<file path="src/rtl/i2s_tdm_tx_if.sv">
`default_nettype none
// +--------------------------------------------------------------------------+
// | i2s_tdm_tx_if                                                            |
// | Frame handshake between the sample FIFO (master) and the transmitter.   |
// | Revision: 1.0                                                            |
// +--------------------------------------------------------------------------+
interface i2s_tdm_tx_if #(
  parameter int NUM_CH = 2,
  parameter int DATA_W = 32
) ();
  logic [NUM_CH*DATA_W-1:0] in_data;
  logic                     in_valid;
  logic                     in_ready;

  modport master (output in_data, output in_valid, input in_ready);
  modport slave  (input in_data, input in_valid, output in_ready);
endinterface
`default_nettype wire

</file>
<file path="src/rtl/i2s_tdm_tx.sv">
`default_nettype none
// +--------------------------------------------------------------------------+
// | i2s_tdm_tx                                                               |
// | I2S / justified / TDM serial-audio transmitter, one frame held in front  |
// | of the serialiser. Define I2S_TX_UNDERRUN_REPEAT_EN to repeat the last   |
// | frame on underrun instead of sending zeros.                              |
// | Revision: 1.0                                                            |
// +--------------------------------------------------------------------------+
module i2s_tdm_tx #(
  parameter int NUM_CH = 2,
  parameter int SLOT_W = 32,
  parameter int DATA_W = 32
) (
  input  logic        clk,
  input  logic        rst,
  input  logic        sck_tick,
  input  logic [1:0]  standard,
  input  logic [1:0]  word_size,
  input  logic        stop,
  input  logic        mute,
  i2s_tdm_tx_if.slave s_in,
  output logic        sd,
  output logic        ws,
  output logic        frame_start,
  output logic        underrun,
  output logic        busy
);

  localparam int c_FRAME_W = NUM_CH * DATA_W;
  localparam int c_SLOT_BW = (NUM_CH > 1) ? $clog2(NUM_CH) : 1;
  localparam int c_BIT_BW  = (SLOT_W > 1) ? $clog2(SLOT_W) : 1;
  localparam int c_IDX_BW  = (DATA_W > 1) ? $clog2(DATA_W) : 1;

  localparam logic [c_SLOT_BW-1:0] c_LAST_SLOT = c_SLOT_BW'(NUM_CH - 1);
  localparam logic [c_BIT_BW-1:0]  c_LAST_BIT  = c_BIT_BW'(SLOT_W - 1);
  localparam logic [7:0]           c_SLOT_W8   = 8'(SLOT_W);
  localparam logic [7:0]           c_DATA_W8   = 8'(DATA_W);
  localparam logic                 c_STEREO    = (NUM_CH == 2);

  localparam logic [1:0] c_STD_LSB = 2'b10;

  localparam logic [1:0] c_IDLE = 2'd0;
  localparam logic [1:0] c_LEAD = 2'd1;
  localparam logic [1:0] c_RUN  = 2'd2;

  logic [1:0]           r_state;
  logic [c_SLOT_BW-1:0] r_slot;
  logic [c_BIT_BW-1:0]  r_bit;
  logic [c_FRAME_W-1:0] r_frame;
  logic [c_FRAME_W-1:0] r_hold;
  logic                 r_hold_empty;
  logic [1:0]           r_std;
  logic [7:0]           r_wlen;
  logic                 r_sd;
  logic                 r_ws;
  logic                 r_fstart;
  logic                 r_urun;
  logic                 r_busy;

  logic [1:0]           w_state_nxt;
  logic [c_SLOT_BW-1:0] w_slot_nxt;
  logic [c_BIT_BW-1:0]  w_bit_nxt;
  logic [c_FRAME_W-1:0] w_frame_nxt;
  logic [c_FRAME_W-1:0] w_underrun_frame;
  logic [1:0]           w_std_nxt;
  logic [7:0]           w_wlen_nxt;
  logic                 w_start;
  logic                 w_load;
  logic                 w_urun;
  logic                 w_boundary;

  logic [DATA_W-1:0]    w_lane;
  logic [7:0]           w_bit8;
  logic                 w_in_word;
  logic [c_IDX_BW-1:0]  w_idx;
  logic                 w_data_bit;
  logic                 w_i2s;
  logic                 w_ws_run;
  logic                 w_sd_nxt;
  logic                 w_ws_nxt;

  function automatic logic is_i2s(input logic [1:0] std);
    return (std == 2'b00) || (std == 2'b11);
  endfunction

  // Effective word length: requested size clipped to slot and lane widths.
  function automatic logic [7:0] eff_wlen(input logic [1:0] wsz);
    logic [7:0] len;
    case (wsz)
      2'b00:   len = 8'd16;
      2'b01:   len = 8'd24;
      default: len = 8'd32;
    endcase
    if (len > c_SLOT_W8) len = c_SLOT_W8;
    if (len > c_DATA_W8) len = c_DATA_W8;
    return len;
  endfunction

`ifdef I2S_TX_UNDERRUN_REPEAT_EN
  // r_frame only changes on a load, so it already holds the last loaded frame.
  assign w_underrun_frame = r_frame;
`else
  assign w_underrun_frame = '0;
`endif

  assign w_boundary = (r_slot == c_LAST_SLOT) && (r_bit == c_LAST_BIT);

  always_ff @(posedge clk or posedge rst) begin
    if (rst) begin
      r_state <= c_IDLE;
    end else if (sck_tick) begin
      r_state <= w_state_nxt;
    end
  end

  always_comb begin
    w_state_nxt = r_state;
    w_slot_nxt  = r_slot;
    w_bit_nxt   = r_bit;
    w_frame_nxt = r_frame;
    w_std_nxt   = r_std;
    w_wlen_nxt  = r_wlen;
    w_start     = 1'b0;
    w_load      = 1'b0;
    w_urun      = 1'b0;
    if (sck_tick) begin
      case (r_state)
        c_IDLE: begin
          if (!stop && !r_hold_empty) begin
            if (is_i2s(standard)) begin
              w_state_nxt = c_LEAD;
            end else begin
              w_state_nxt = c_RUN;
              w_start     = 1'b1;
            end
          end
        end
        c_LEAD: begin
          w_state_nxt = c_RUN;
          w_start     = 1'b1;
        end
        c_RUN: begin
          if (w_boundary) begin
            if (stop) begin
              w_state_nxt = c_IDLE;
              w_slot_nxt  = '0;
              w_bit_nxt   = '0;
            end else begin
              w_start = 1'b1;
            end
          end else if (r_bit == c_LAST_BIT) begin
            w_bit_nxt  = '0;
            w_slot_nxt = r_slot + 1'b1;
          end else begin
            w_bit_nxt = r_bit + 1'b1;
          end
        end
        default: w_state_nxt = c_IDLE;
      endcase
    end
    // Frame start: framing parameters are frozen for the whole frame.
    if (w_start) begin
      w_slot_nxt = '0;
      w_bit_nxt  = '0;
      w_std_nxt  = standard;
      w_wlen_nxt = eff_wlen(word_size);
      if (!r_hold_empty) begin
        w_frame_nxt = r_hold;
        w_load      = 1'b1;
      end else begin
        w_frame_nxt = w_underrun_frame;
        w_urun      = 1'b1;
      end
    end
  end

  always_comb begin
    w_lane = '0;
    for (int c = 0; c < NUM_CH; c++) begin
      if (w_slot_nxt == c_SLOT_BW'(c)) w_lane = w_frame_nxt[c*DATA_W +: DATA_W];
    end
    w_bit8 = 8'(w_bit_nxt);
    if (w_std_nxt == c_STD_LSB) begin
      w_in_word = (w_bit8 >= (c_SLOT_W8 - w_wlen_nxt));
      w_idx     = c_IDX_BW'(c_SLOT_W8 - 8'd1 - w_bit8);
    end else begin
      w_in_word = (w_bit8 < w_wlen_nxt);
      w_idx     = c_IDX_BW'(w_wlen_nxt - 8'd1 - w_bit8);
    end
    w_data_bit = w_in_word && w_lane[w_idx];

    w_i2s = is_i2s(w_std_nxt);
    if (c_STEREO) begin
      // I2S moves ws one bit ahead of the slot it announces.
      if (w_i2s) begin
        w_ws_run = (w_slot_nxt == '0) ? (w_bit_nxt == c_LAST_BIT) : (w_bit_nxt != c_LAST_BIT);
      end else begin
        w_ws_run = (w_slot_nxt != '0);
      end
    end else begin
      if (w_i2s) begin
        w_ws_run = (w_slot_nxt == c_LAST_SLOT) && (w_bit_nxt == c_LAST_BIT);
      end else begin
        w_ws_run = (w_slot_nxt == '0) && (w_bit_nxt == '0);
      end
    end

    case (w_state_nxt)
      c_LEAD: begin
        w_sd_nxt = 1'b0;
        w_ws_nxt = !c_STEREO;
      end
      c_RUN: begin
        w_sd_nxt = w_data_bit && !mute;
        w_ws_nxt = w_ws_run;
      end
      default: begin
        w_sd_nxt = 1'b0;
        w_ws_nxt = 1'b0;
      end
    endcase
  end

  always_ff @(posedge clk or posedge rst) begin
    if (rst) begin
      r_slot   <= '0;
      r_bit    <= '0;
      r_frame  <= '0;
      r_std    <= 2'b00;
      r_wlen   <= 8'd0;
      r_sd     <= 1'b0;
      r_ws     <= 1'b0;
      r_fstart <= 1'b0;
      r_urun   <= 1'b0;
      r_busy   <= 1'b0;
    end else begin
      r_fstart <= w_start;
      r_urun   <= w_urun;
      if (sck_tick) begin
        r_slot  <= w_slot_nxt;
        r_bit   <= w_bit_nxt;
        r_frame <= w_frame_nxt;
        r_std   <= w_std_nxt;
        r_wlen  <= w_wlen_nxt;
        r_sd    <= w_sd_nxt;
        r_ws    <= w_ws_nxt;
        r_busy  <= (w_state_nxt != c_IDLE);
      end
    end
  end

  // Capture and load are mutually exclusive: capture needs the buffer empty.
  always_ff @(posedge clk or posedge rst) begin
    if (rst) begin
      r_hold       <= '0;
      r_hold_empty <= 1'b1;
    end else if (s_in.in_valid && r_hold_empty) begin
      r_hold       <= s_in.in_data;
      r_hold_empty <= 1'b0;
    end else if (w_load) begin
      r_hold_empty <= 1'b1;
    end
  end

  assign s_in.in_ready = r_hold_empty;
  assign sd            = r_sd;
  assign ws            = r_ws;
  assign frame_start   = r_fstart;
  assign underrun      = r_urun;
  assign busy          = r_busy;

endmodule
`default_nettype wire

</file>
<file path="src/flat_wrapper.sv">
// flat-port wrapper written by rule: the top's interface ports become plain ports
module i2s_tdm_tx_flat 
#(
  parameter int NUM_CH = 2,
  parameter int SLOT_W = 32,
  parameter int DATA_W = 32
)
  (clk, rst, sck_tick, standard, word_size, stop, mute, sd, ws, frame_start, underrun, busy, s_in_in_data, s_in_in_valid, s_in_in_ready);
  i2s_tdm_tx_if #(.NUM_CH(NUM_CH), .DATA_W(DATA_W)) s_in_i ();
  input  logic clk;
  input  logic rst;
  input  logic sck_tick;
  input  logic [1:0] standard;
  input  logic [1:0] word_size;
  input  logic stop;
  input  logic mute;
  output logic sd;
  output logic ws;
  output logic frame_start;
  output logic underrun;
  output logic busy;
  input wire logic [$bits(s_in_i.in_data)-1:0] s_in_in_data;
  input wire logic [$bits(s_in_i.in_valid)-1:0] s_in_in_valid;
  output wire logic [$bits(s_in_i.in_ready)-1:0] s_in_in_ready;
  assign s_in_i.in_data = s_in_in_data;
  assign s_in_i.in_valid = s_in_in_valid;
  assign s_in_in_ready = s_in_i.in_ready;
  i2s_tdm_tx #(.NUM_CH(NUM_CH), .SLOT_W(SLOT_W), .DATA_W(DATA_W)) u_core (.clk(clk), .rst(rst), .sck_tick(sck_tick), .standard(standard), .word_size(word_size), .stop(stop), .mute(mute), .s_in(s_in_i), .sd(sd), .ws(ws), .frame_start(frame_start), .underrun(underrun), .busy(busy));
endmodule
</file>
<file path="config.mk">
export PLATFORM = sky130hd
export DESIGN_NAME = i2s_tdm_tx_flat
export DESIGN_NICKNAME = d
export VERILOG_FILES = /design/src/rtl/i2s_tdm_tx_if.sv /design/src/rtl/i2s_tdm_tx.sv /design/src/flat_wrapper.sv
export SDC_FILE = /design/constraint.sdc
export NUM_CORES = 1
export LEC_CHECK = 0
export CAP_MARGIN = 15
export CORE_ASPECT_RATIO = 1.75
export CORE_UTILIZATION = 61
export DETAILED_ROUTE_END_ITERATION = 7
export PLACE_DENSITY = 0.85
export SETUP_SLACK_MARGIN = 0.2
export SLEW_MARGIN = 20
export SYNTH_ARGS = -nofsm -noshare
export SYNTH_HDL_FRONTEND = slang
export SYNTH_SLANG_ARGS = --single-unit
</file>
<file path="constraint.sdc">
create_clock -name clk -period 14.5 [get_ports clk]
set_input_delay 2.175 -clock clk [delete_from_list [all_inputs] [get_ports clk]]
set_output_delay 2.175 -clock clk [all_outputs]
set_load 0.02 [all_outputs]
</file>
==> summary.md, run 1 <==
| Metric | Value |
|---|---|
| Max incr delay on CP | `~700 ps` |
| Routed vias/inst | `around 6` |
| Post-cts resize count | `0` |
| CTS sink count | `approximately 150` |
| # diodes | `0` |
| WP buf/inv | `2` |
| Min cycle time layout | `6260 ps` |
| Register area share after synthesis | `49.7%` |
| Worst-path maximum fanout | `between 40 and 50` |
| Core area | `roughly 0.012 sq mm` |
| Initial antenna violation count | `0` |
| Lkg Pwr | `approximately 4 nW` |
| Clock Pin Slew Worst Setup and Hold Paths | `roughly 60 ps` |
| Clock Tree Buf Depth | `2` |
| Total Wirelength | `between 15 and 20 mm` |
| Post-layout instance area | `0.00908 sq mm` |
| Max Slew Vio Count | `0` |
| Synth top area share | `between 40% and 50%` |
| Antenna-violating nets left | `0` |
| Fmax | `between 150 and 200 MHz` |
| Yosys reg bits | `152` |
| Top cells by count, synth | `nand2_1 (170), dfrtp_1 (151), mux2_2 (66), o21ai_0 (64), clkbuf_1 (30)` |
| Synth unique cells | `72` |
| Critical path class | `in2reg` |
| Post-Synthesis Cells | `between 700 and 800` |
| Die Ht | `approximately 150 um` |
| Footprint of the multi-input gates | `0.00351 sq mm` |
| Max_cap viols | `0` |
| Die area | `0.0130 sq mm` |
| Fin crit share | `between 40% and 50%` |
| Clock skew | `~12 ps` |
| Layout cells sized above 1 | `roughly 17%` |
| Detail Placement HPWL | `between 10 and 15 mm` |
| Maximum VDD drop | `between 0.1 and 0.15 mV` |
| CTS Hold Bufs | `0` |
| WL/cell | `between 15 and 20 um` |
| Vias in the first global route | `between 6k and 7k` |
| DR vias | `roughly 5.9k` |
| RSZ-0062 raised after global routing | `false` |
| Total GRT Usage | `30.1%` |
| Syn_nets | `839` |
| I/O Pins | `80` |
| Post-Syn Area | `roughly 0.0077 sq mm` |
| Clk Latency, worst-skew pair | `~430 ps` |
| Dpl cell area | `around 0.0085 sq mm` |
| Global-route wire length before repair | `29.8 mm` |
| Largest net degree at the start of global routing | `132` |
| Rel. slew slack | `between 40 and 50%` |
| Sequential cell area | `~0.0038 sq mm` |
| Mean Syn Cell Area | `just over 10 sq um` |
| Slowest cell on crit path | `ha_1` |
| CTS Buf Count | `17` |
| WP data arrival | `about 6500 ps` |
| Count leader, synth | `nand2_1` |
| DRT iter0 DRCs | `between 400 and 500` |
| Synth warn | `0` |
| Largest cells by area after synthesis | `dfrtp_1 (49%), mux2_2 (9.7%), nand2_1 (8.3%)` |
| Family with the most delay on the worst path | `simple AND/OR/NAND/NOR gates` |
| H-Tree Depth | `4` |
| Endpoint type of the worst setup path | `flip-flop` |
| Die X | `around 87 um` |
| Outcome | `finished, final reports clean` |
| PwrDens | `about 210 mW/mm^2` |
| CP Launch Type | `input port` |
| Hold Path Class | `reg2reg` |
| Drc violations | `0` |
| Area delta synth->final | `18.6%` |
| Post-CTS setup buffers | `0` |
| Number of setup violations in the final report | `0` |
| Initial Util | `about 63%` |
| TritonCTS clock tree | `yes` |
| GPL Wtd Cong | `0.937` |
| Nets | `between 800 and 900` |
| Cell Chain, Critical Path | `clkdlybuf4s50_1, nor3b_1, o21a_2, nand2_4, inv_6, mux2i_1, ha_1, mux2i_4, a221oi_1, or3_1, a211o_1, o211ai_2, o32ai_2` |
| Setup TNS | `0 ps` |
| Rows | `53` |
| Post-synth EDFFs | `0` |
| # port buffers | `roughly 80` |
| Yosys top cell by area | `dfrtp_1` |
| Worst-Margin Slew | `about 810 ps` |
| TritonRoute pass-1 iters | `6` |
| Data required, critical path | `around 15000 ps` |
| Dominant synthesized flop cell | `dfrtp_1` |
| Root Buffer | `clkbuf_16` |
| GR Overflow Total | `0` |
| Ys async rst share | `between 90% and 100%` |
| Fillers | `799` |
| Final hold vios | `0` |
layer usage:
layer	GRT usage [%]	wire [um]
met2	54.2	9820
met1	33.7	6810
met5	0	0
met4	15.9	726
met3	4.82	779
tightest hold or removal path: cells and delay by family (launching register included):
family	cells	cell delay, ps
and+or+nand+nor	1	50
AOI/OAI and AO/OA	1	60
DFF	1	340
cells by family after synthesis:
logic type	Yosys count	synth area share [%]
and+or+nand+nor	245	14.1
AOI/OAI and AO/OA	155	13.4
DFF	152	49.7
muxes	93	14.1
buffers and inverters	73	4.45
adders and majority gates	19	3.20
xor gates and xnor gates	9	1.03
report_power, final:
| group | internal, mW | switching (mW) |
|---|---|---|
| Combinational | 0.310 | 0.417 |
| Clock | 0.277 | 0.175 |
| Sequential | 0.603 | 0.121 |
final timing paths:
kind	startpoint	endpoint	slack (ps)	cells past startpoint
hold reg to reg	u_core.r_frame[60]$_DFFE_PP0P_	u_core.r_frame[60]$_DFFE_PP0P_	480	2
setup / recovery	stop	u_core.sd$_DFFE_PP0P_	8240	13
hold / removal	u_core.r_frame[60]$_DFFE_PP0P_	u_core.r_frame[60]$_DFFE_PP0P_	480	2
min in group asynchronous	rst	u_core.r_hold[5]$_DFFE_PP0P_	2270	2
setup reg to reg	u_core.r_bit[0]$_DFFE_PP0P_	u_core.sd$_DFFE_PP0P_	9030	16
max in group asynchronous	rst	u_core.r_slot$_DFFE_PP0P_	10960	3
cell type report:
cell class,count,share of cell area (%)
flip-flops and latches,152,41.9
multi-input cells,521,38.7
repair buffers,83,9.08
clock buffers,23,5.49
well taps,165,2.27
inverters,29,1.31
clock inverters,9,1.25
cell usage in the layout, fill, tap and decap left out, types with 4 or more instances in the layout:
| cell type | Yosys | final |
|---|---|---|
| inv_1 | 27 | 26 |
| o21ai_1 | 4 | 4 |
| mux2_2 | 66 | 66 |
| clkbuf_16 | 0 | 17 |
| mux2i_1 | 21 | 21 |
| nor2b_1 | 6 | 6 |
| a21o_1 | 6 | 6 |
| nor2_1 | 18 | 18 |
| o21ai_0 | 64 | 64 |
| nand2_1 | 170 | 169 |
| xnor2_1 | 6 | 6 |
| a31oi_1 | 4 | 4 |
| a221oi_1 | 4 | 4 |
| clkdlybuf4s50_1 | 0 | 79 |
| nor3_1 | 6 | 6 |
| ha_1 | 18 | 18 |
| nand3_1 | 13 | 13 |
| a311oi_1 | 8 | 8 |
| a21oi_1 | 27 | 27 |
| nor4_1 | 5 | 5 |
| o211ai_1 | 10 | 10 |
| dfrtp_1 | 151 | 151 |
| mux4_2 | 4 | 4 |
| nand2_2 | 3 | 4 |
| clkbuf_8 | 0 | 5 |
through the flow:
stage | hold WS (ps) | utilization, % | worst slack (ps) | instances | total power [mW]
floorplan | 439 | - | 8230 | 746 | 1.24
global placement | 457 | 69.7 | 8170 | 950 | 1.39
detailed placement | 467 | 69.7 | 7880 | 950 | 1.43
CTS | 484 | 74.8 | 8290 | 982 | 1.90
global route | 497 | 74.8 | 7990 | 982 | 2.02
finish | 482 | 74.8 | 8240 | 982 | 1.90
sequential cells by signal, indices dropped and copies added (netlist names):
signal and flops:
u_core.busy 1, u_core.frame_start 1, u_core.r_bit 5, u_core.r_frame 64, u_core.r_hold 64, u_core.r_slot 1
u_core.r_state 2, u_core.r_std 2, u_core.r_wlen 8, u_core.s_in.in_ready 1, u_core.sd 1, u_core.underrun 1
u_core.ws 1
Power figures use the tool's default switching activity.
==> inputs of run 2 (changes only) <==
--- a/config.mk
+++ b/config.mk
@@ -7,9 +7,9 @@
 export LEC_CHECK = 0
 export CAP_MARGIN = 15
 export CORE_ASPECT_RATIO = 1.75
-export CORE_UTILIZATION = 61
+export CORE_UTILIZATION = 52
 export DETAILED_ROUTE_END_ITERATION = 7
-export PLACE_DENSITY = 0.85
+export PLACE_DENSITY = 0.77
 export SETUP_SLACK_MARGIN = 0.2
 export SLEW_MARGIN = 20
 export SYNTH_ARGS = -nofsm -noshare
==> constraint.sdc (replaced) <==
create_clock -name clk -period 5.7 [get_ports clk]
set_input_delay 0.855 -clock clk [delete_from_list [all_inputs] [get_ports clk]]
set_output_delay 0.855 -clock clk [all_outputs]
set_load 0.02 [all_outputs]
==> run 2 against run 1 <==
Against the previous run:
- combinational power grew to 2.5 times the previous value
- wire length shrank 0.62%
- critical path depth rose by 3
==> summary.md, run 2 (same netlist as run 1, synthesis figures left out) <==
| Metric | Value |
|---|---|
| Cell Chain, Critical Path | `ha_1, and3_1, ha_1, ha_1, nor3b_1, o21a_2, nand2_4, inv_6, mux2i_1, ha_1, mux2i_4, a311oi_1, a2111oi_0, nor4_1, o22ai_1, o32ai_2` |
| DR vias | `5779` |
| Max incr delay on CP | `between 600 and 700 ps` |
| Post-layout instance area | `0.00905 sq mm` |
| Initial antenna violation count | `0` |
| Worst-Margin Slew | `926 ps` |
| # diodes | `0` |
| Global-route wire length before repair | `29.5 mm` |
| Max Slew Vio Count | `0` |
| Number of setup violations in the final report | `0` |
| WP data arrival | `approximately 5400 ps` |
| Nets | `~900` |
| Comb pwr share | `a little under 40%` |
| TritonCTS clock tree | `yes` |
| Sw Pwr | `about 1.8 mW` |
| Initial Util | `approximately 53%` |
| Crit-path most repeated cell | `ha_1` |
| DRT iter0 DRCs | `467` |
| Post-CTS setup buffers | `0` |
| Final hold vios | `0` |
| Core area | `around 0.014 sq mm` |
| Clk Latency, worst-skew pair | `roughly 420 ps` |
| Die Ht | `around 160 um` |
| Utilization after layout | `around 63%` |
| Layout cells sized above 1 | `16.8%` |
| Share of total power in sequential cells | `38.7%` |
| Rel. slew slack | `a little under two fifths` |
| Maximum VDD drop | `0.268 mV` |
| RSZ-0062 raised after global routing | `false` |
| Data required, critical path | `roughly 6000 ps` |
| Total GRT Usage | `between 20% and 30%` |
| Max_cap viols | `0` |
| Worst-path maximum fanout | `45` |
| Clock share of power | `22.4%` |
| Post-cts resize count | `0` |
| Internal power | `2.91 mW` |
| Die area | `roughly 0.015 sq mm` |
| Hold Path Class | `reg2reg` |
| Sw Ratio | `between 30% and 40%` |
| H-Tree Depth | `4` |
| Drc violations | `0` |
| CTS Buf Count | `17` |
| Root Buffer | `clkbuf_16` |
| Largest net degree at the start of global routing | `around 110` |
| Clock Tree Buf Depth | `2` |
| Min cycle time layout | `between 5000 and 6000 ps` |
| Rows | `58` |
| Most common cell after layout, fill and taps aside | `nand2_1` |
| I/O Pins | `80` |
| CTS sink count | `between 150 and 200` |
| PwrDens | `~520 mW/mm^2` |
| Regs by FF count | `u_core.r_frame (64), u_core.r_hold (64), u_core.r_wlen (8)` |
| Dpl cell area | `approximately 0.0085 sq mm` |
| Fin crit share | `between 90% and 100%` |
| Total Wirelength | `18.0 mm` |
| CP Launch Type | `flip-flop` |
| Lkg Pwr | `4.07 nW` |
| GR Overflow Total | `0` |
| Setup TNS | `0 ps` |
| GPL Wtd Cong | `around 0.87` |
| Vias in the first global route | `about 6.0k` |
| Most frequent cells in the layout | `nand2_1 (169), dfrtp_1 (151), clkdlybuf4s50_1 (79)` |
| Detail Placement HPWL | `~13 mm` |
| Antenna-violating nets left | `0` |
| Die X | `about 94 um` |
| TritonRoute pass-1 iters | `6` |
| Fmax | `194 MHz` |
| CTS Hold Bufs | `0` |
| # port buffers | `79` |
| WL/cell | `between 15 and 20 um` |
| Critical path class | `reg2reg` |
| Routed vias/inst | `5.78` |
| Slowest cell on crit path | `ha_1` |
| Endpoint type of the worst setup path | `flip-flop` |
| Clock skew | `approximately 6.3 ps` |
| Clock Pin Slew Worst Setup and Hold Paths | `about 60 ps` |
| Outcome | `finished, final reports clean` |
| Area delta synth->final | `18.3%` |
==> run 2: cell types whose count changed in the layout (fill, tap and decap cells not counted), sizes merged <==
cell,change
buf,+2
bufinv,-2
clkbuf,-5
clkinvlp,+1
inv,+5
clkinv,+1
==> run 2: path summary, 6_finish.rpt <==
kind	startpoint	slack (ps)	to	depth (start not counted)
worst min-delay path	u_core.r_frame[27]$_DFFE_PP0P_	480	u_core.r_frame[27]$_DFFE_PP0P_	2
max in group asynchronous	rst	3540	u_core.r_frame[37]$_DFFE_PP0P_	3
worst max-delay path	u_core.r_bit[0]$_DFFE_PP0P_	550	u_core.sd$_DFFE_PP0P_	16
worst max register to register	u_core.r_bit[0]$_DFFE_PP0P_	550	u_core.sd$_DFFE_PP0P_	16
worst min register to register	u_core.r_frame[27]$_DFFE_PP0P_	480	u_core.r_frame[27]$_DFFE_PP0P_	2
min in group asynchronous	rst	990	u_core.r_hold[36]$_DFFE_PP0P_	2
==> run 2: area by class of cell <==
type / count / area [sq um]
Sequential cell: 152 / 3800
Tap cell: 180 / 225
Multi-Input combinational cell: 521 / 3510
Timing Repair Buffer: 85 / 836
Clock buffer: 18 / 439
Fill cell: 1169 / 5320
Clock inverter: 14 / 116
Inverter: 29 / 119
==> run 2: power by group through the flow <==
| stage | clock network (mW) | registers (mW) | logic (mW) |
|---|---|---|---|
| floorplan | 0 | 1.75 | 1.41 |
| global route | 1.12 | 1.88 | 2.05 |
| finish | 1.06 | 1.83 | 1.85 |
| CTS | 1.07 | 1.83 | 1.85 |
| detailed placement | 0 | 1.84 | 1.84 |
| global placement | 0 | 1.82 | 1.78 |
==> run 2: per-layer routing <==
layer	global-route usage [%]	wire, um	up-vias
met3	4.30	652	49
met1	28.6	6770	2813
met4	13.2	724	0
met5	0	0	-
met2	45.0	9880	204
li1	-	-	2713
==> run 2: metrics by stage <==
stage | std cells | hold WS (ps) | setup slack [ps] | total power, mW
5_1_grt | 999 | 507 | 233 | 5.05
3_5_place_dp | 967 | 466 | 637 | 3.67
3_3_place_gp | 967 | 458 | 821 | 3.60
6_report | 999 | 481 | 551 | 4.74
2_1_floorplan | 746 | 439 | 754 | 3.16
4_1_cts | 999 | 482 | 644 | 4.75
==> run 2: worst max-delay path: cells and delay by family (launching register included) <==
kind	cells	cell delay, ps
adder cells (fa/ha/maj)	4	1540
AO/OA/AOI/OAI	5	1150
multiplexers	2	900
AND/OR/NAND/NOR	4	650
flip-flops	1	460
buffers and inverters	1	290
==> inputs of run 3 (changes only) <==
--- a/config.mk
+++ b/config.mk
@@ -7,9 +7,9 @@
 export LEC_CHECK = 0
 export CAP_MARGIN = 15
 export CORE_ASPECT_RATIO = 1.75
-export CORE_UTILIZATION = 52
+export CORE_UTILIZATION = 57
 export DETAILED_ROUTE_END_ITERATION = 7
-export PLACE_DENSITY = 0.77
+export PLACE_DENSITY = 0.8
 export SETUP_SLACK_MARGIN = 0.2
 export SLEW_MARGIN = 20
 export SYNTH_ARGS = -nofsm -noshare
==> constraint.sdc (replaced) <==
create_clock -name clk -period 5.2 [get_ports clk]
set_input_delay 0.78 -clock clk [delete_from_list [all_inputs] [get_ports clk]]
set_output_delay 0.78 -clock clk [all_outputs]
set_load 0.02 [all_outputs]
==> run 3 against run 2 <==
Against the previous run:
- flip-flop and latch count did not move
- via count grew 0.38%
- critical path type unchanged
- wire length increased by 1.1%
- sequential power increased by 9.8%
- largest cell class unchanged
- critical endpoint unchanged
- register-to-register slack improved by 70 ps
- non-clock buffer count up 6
- final area is 0.97% higher
- first-iteration DRC count increased by 7.1%
- sequential share of layout area shrank 0.40 points
- die area down 8.6%
==> summary.md, run 3 (same netlist as run 1, synthesis figures left out) <==
| Metric | Value |
|---|---|
| Outcome | `finished, final reports clean` |
| RSZ-0062 raised after global routing | `false` |
| Sw Ratio | `38.5%` |
| CP Launch Type | `flip-flop` |
| Slowest cell on crit path | `dfrtp_1` |
| Placed insts | `960` |
| WHS Path Cells | `2` |
| Most common cell after layout, fill and taps aside | `nand2_1` |
| Fin crit share | `88.0%` |
| GR Overflow Total | `0` |
| Cell Chain, Critical Path | `ha_1, and3_1, ha_1, ha_1, nor3b_1, o21a_2, nand2_4, nand2_1, ha_1, o21ai_1, xnor2_1, ha_1, nor2b_1, o21ai_2, a2111oi_4, o211ai_2, o32ai_2` |
| Post-layout instance area | `0.00914 sq mm` |
| Dpl ws | `481 ps` |
| Routed vias/inst | `between 5 and 6` |
| Die area | `between 0.01 and 0.015 sq mm` |
| Reg2reg end | `u_core.sd$_DFFE_PP0P_` |
| Crit Reg-Reg Startpoint | `u_core.r_bit[0]$_DFFE_PP0P_` |
| Antenna-violating nets left | `0` |
| Maximum VDD drop | `approximately 0.34 mV` |
| Worst-Margin Slew | `approximately 840 ps` |
| Root Buffer | `clkbuf_16` |
| Clock skew | `11.1 ps` |
| TritonRoute pass-1 iters | `5` |
| DRT iter0 DRCs | `500` |
| WL/cell | `between 15 and 20 um` |
| Die Ht | `155 um` |
| Largest net degree at the start of global routing | `138` |
| # diodes | `0` |
| Detail Placement HPWL | `about 13 mm` |
| Setup TNS | `0 ps` |
| Min cycle time layout | `~4600 ps` |
| Data required, critical path | `between 5000 and 6000 ps` |
| Number of setup violations in the final report | `0` |
| Initial Util | `a little under 60%` |
| Drc violations | `0` |
| TritonCTS clock tree | `yes` |
| Total Wirelength | `between 15 and 20 mm` |
| Die X | `roughly 90 um` |
| Core area | `about 0.013 sq mm` |
| Most frequent cells in the layout | `nand2_1 (169), dfrtp_1 (151), clkdlybuf4s50_1 (79)` |
| Fmax | `roughly 220 MHz` |
| Flop2flop setup slack | `between 600 and 700 ps` |
| CTS Hold Bufs | `0` |
| End point of the critical path | `u_core.sd$_DFFE_PP0P_` |
| Crit. Startpoint | `u_core.r_bit[0]$_DFFE_PP0P_` |
| Hold Path Class | `reg2reg` |
| Clock share of power | `23.5%` |
| Area delta synth->final | `19.4%` |
| Critical path depth in cells | `17` |
| Lkg Pwr | `4.12 nW` |
| Dpl cell area | `~0.0085 sq mm` |
| Nets | `around 900` |
| Vias in the first global route | `between 5k and 6k` |
| WP buf/inv | `0` |
| Worst-path maximum fanout | `13` |
| Share of total power in sequential cells | `37.8%` |
| Crit-path most repeated cell | `ha_1` |
| Clock Tree Buf Depth | `2` |
| Rel. slew slack | `around 44%` |
| Max_cap viols | `0` |
| Clk Latency, worst-skew pair | `approximately 430 ps` |
| Total GRT Usage | `between 20% and 30%` |
| DR vias | `between 5k and 6k` |
| PwrDens | `581 mW/mm^2` |
| Final worst setup slack | `624 ps` |
| Utilization after layout | `70.3%` |
| WP data arrival | `slightly below 5000 ps` |
| Design Power | `about 5.3 mW` |
| Critical path class | `reg2reg` |
| Max incr delay on CP | `~460 ps` |
| Clock Pin Slew Worst Setup and Hold Paths | `about 70 ps` |
| CTS sink count | `roughly 150` |
| Reg2reg path depth | `17` |
| Internal power | `~3.3 mW` |
| Rows | `55` |
| Regs by FF count | `u_core.r_frame (64), u_core.r_hold (64), u_core.r_wlen (8)` |
| Non-filler cells, final | `between 900 and 1k` |
| Sw Pwr | `2.04 mW` |
| Endpoint type of the worst setup path | `flip-flop` |
| Max Slew Vio Count | `0` |
| # port buffers | `79` |
| Initial antenna violation count | `0` |
| CTS Buf Count | `17` |
| Global-route wire length before repair | `between 20 and 30 mm` |
| Final hold vios | `0` |
| I/O Pins | `80` |
| H-Tree Depth | `4` |
| Layout cells sized above 1 | `17.6%` |
| Family with the most delay on the worst path | `adder cells` |
| GPL Wtd Cong | `between 0.8 and 0.9` |
| Minimum hold slack | `roughly 480 ps` |
| Comb pwr share | `roughly two fifths` |
-- run 3: changes by cell type in the layout (fill, tap and decap cells not counted) --
cell / previous run / this run
buf_4: 6 / 11
buf_6: 0 / 1
bufinv_16: 0 / 1
clkbuf_8: 1 / 0
clkinv_2: 2 / 0
clkinv_4: 3 / 2
clkinv_8: 0 / 2
clkinvlp_4: 3 / 2
ha_1: 18 / 17
ha_2: 0 / 1
inv_6: 6 / 5
inv_8: 2 / 5
-- run 3: worst min-delay path by stage --
stage / start / to / slack (ps)
after CTS: u_core.r_frame[9]$_DFFE_PP0P_ / u_core.r_frame[9]$_DFFE_PP0P_ / 480
after global routing: u_core.r_frame[10]$_DFFE_PP0P_ / u_core.r_frame[10]$_DFFE_PP0P_ / 500
after global placement: u_core.r_frame[21]$_DFFE_PP0P_ / u_core.r_frame[21]$_DFFE_PP0P_ / 460
final: u_core.r_frame[11]$_DFFE_PP0P_ / u_core.r_frame[11]$_DFFE_PP0P_ / 480
after detailed placement: u_core.r_frame[9]$_DFFE_PP0P_ / u_core.r_frame[9]$_DFFE_PP0P_ / 460
after floorplan: u_core.r_std[1]$_DFFE_PP0P_ / u_core.r_std[1]$_DFFE_PP0P_ / 440
-- run 3: layer usage --
metal	GRT usage (%)	wire length (um)	up-vias
met1	33.1	6940	2837
met2	47.8	9910	198
met4	14.5	658	0
li1	-	-	2725
met3	5.15	718	41
met5	0	0	-
-- run 3: power by group through the flow --
stage	Combinational, mW	Sequential, mW	Clock (mW)
global placement	1.93	1.98	0
CTS	2.02	2.00	1.26
detailed placement	2.00	2.01	0
global route	2.27	2.06	1.31
floorplan	1.55	1.91	0
finish	2.05	2.01	1.25
-- run 3: worst register-to-register path: cells and delay by family, from the launching register on --
family                   cells  cell delay, ps
AO/OA/AOI/OAI                6            1360
AND/OR/NAND/NOR              5            1030
flip-flops                   1             460
adder cells (fa/ha/maj)      5            1440
XOR/XNOR                     1             190
-- run 3: area by class of cell --
| type | count | area (sq um) |
|---|---|---|
| Clock buffer | 17 | 425 |
| Clock inverter | 15 | 178 |
| Fill cell | 950 | 3870 |
| Inverter | 29 | 119 |
| Multi-Input combinational cell | 521 | 3510 |
| Sequential cell | 152 | 3800 |
| Tap cell | 171 | 214 |
| Timing Repair Buffer | 91 | 885 |
-- run 3: repair_timing --
item | CTS | global route
setup endpoints to repair | 0 | 1
resized for setup | 0 | 1
setup buffers | 0 | 4
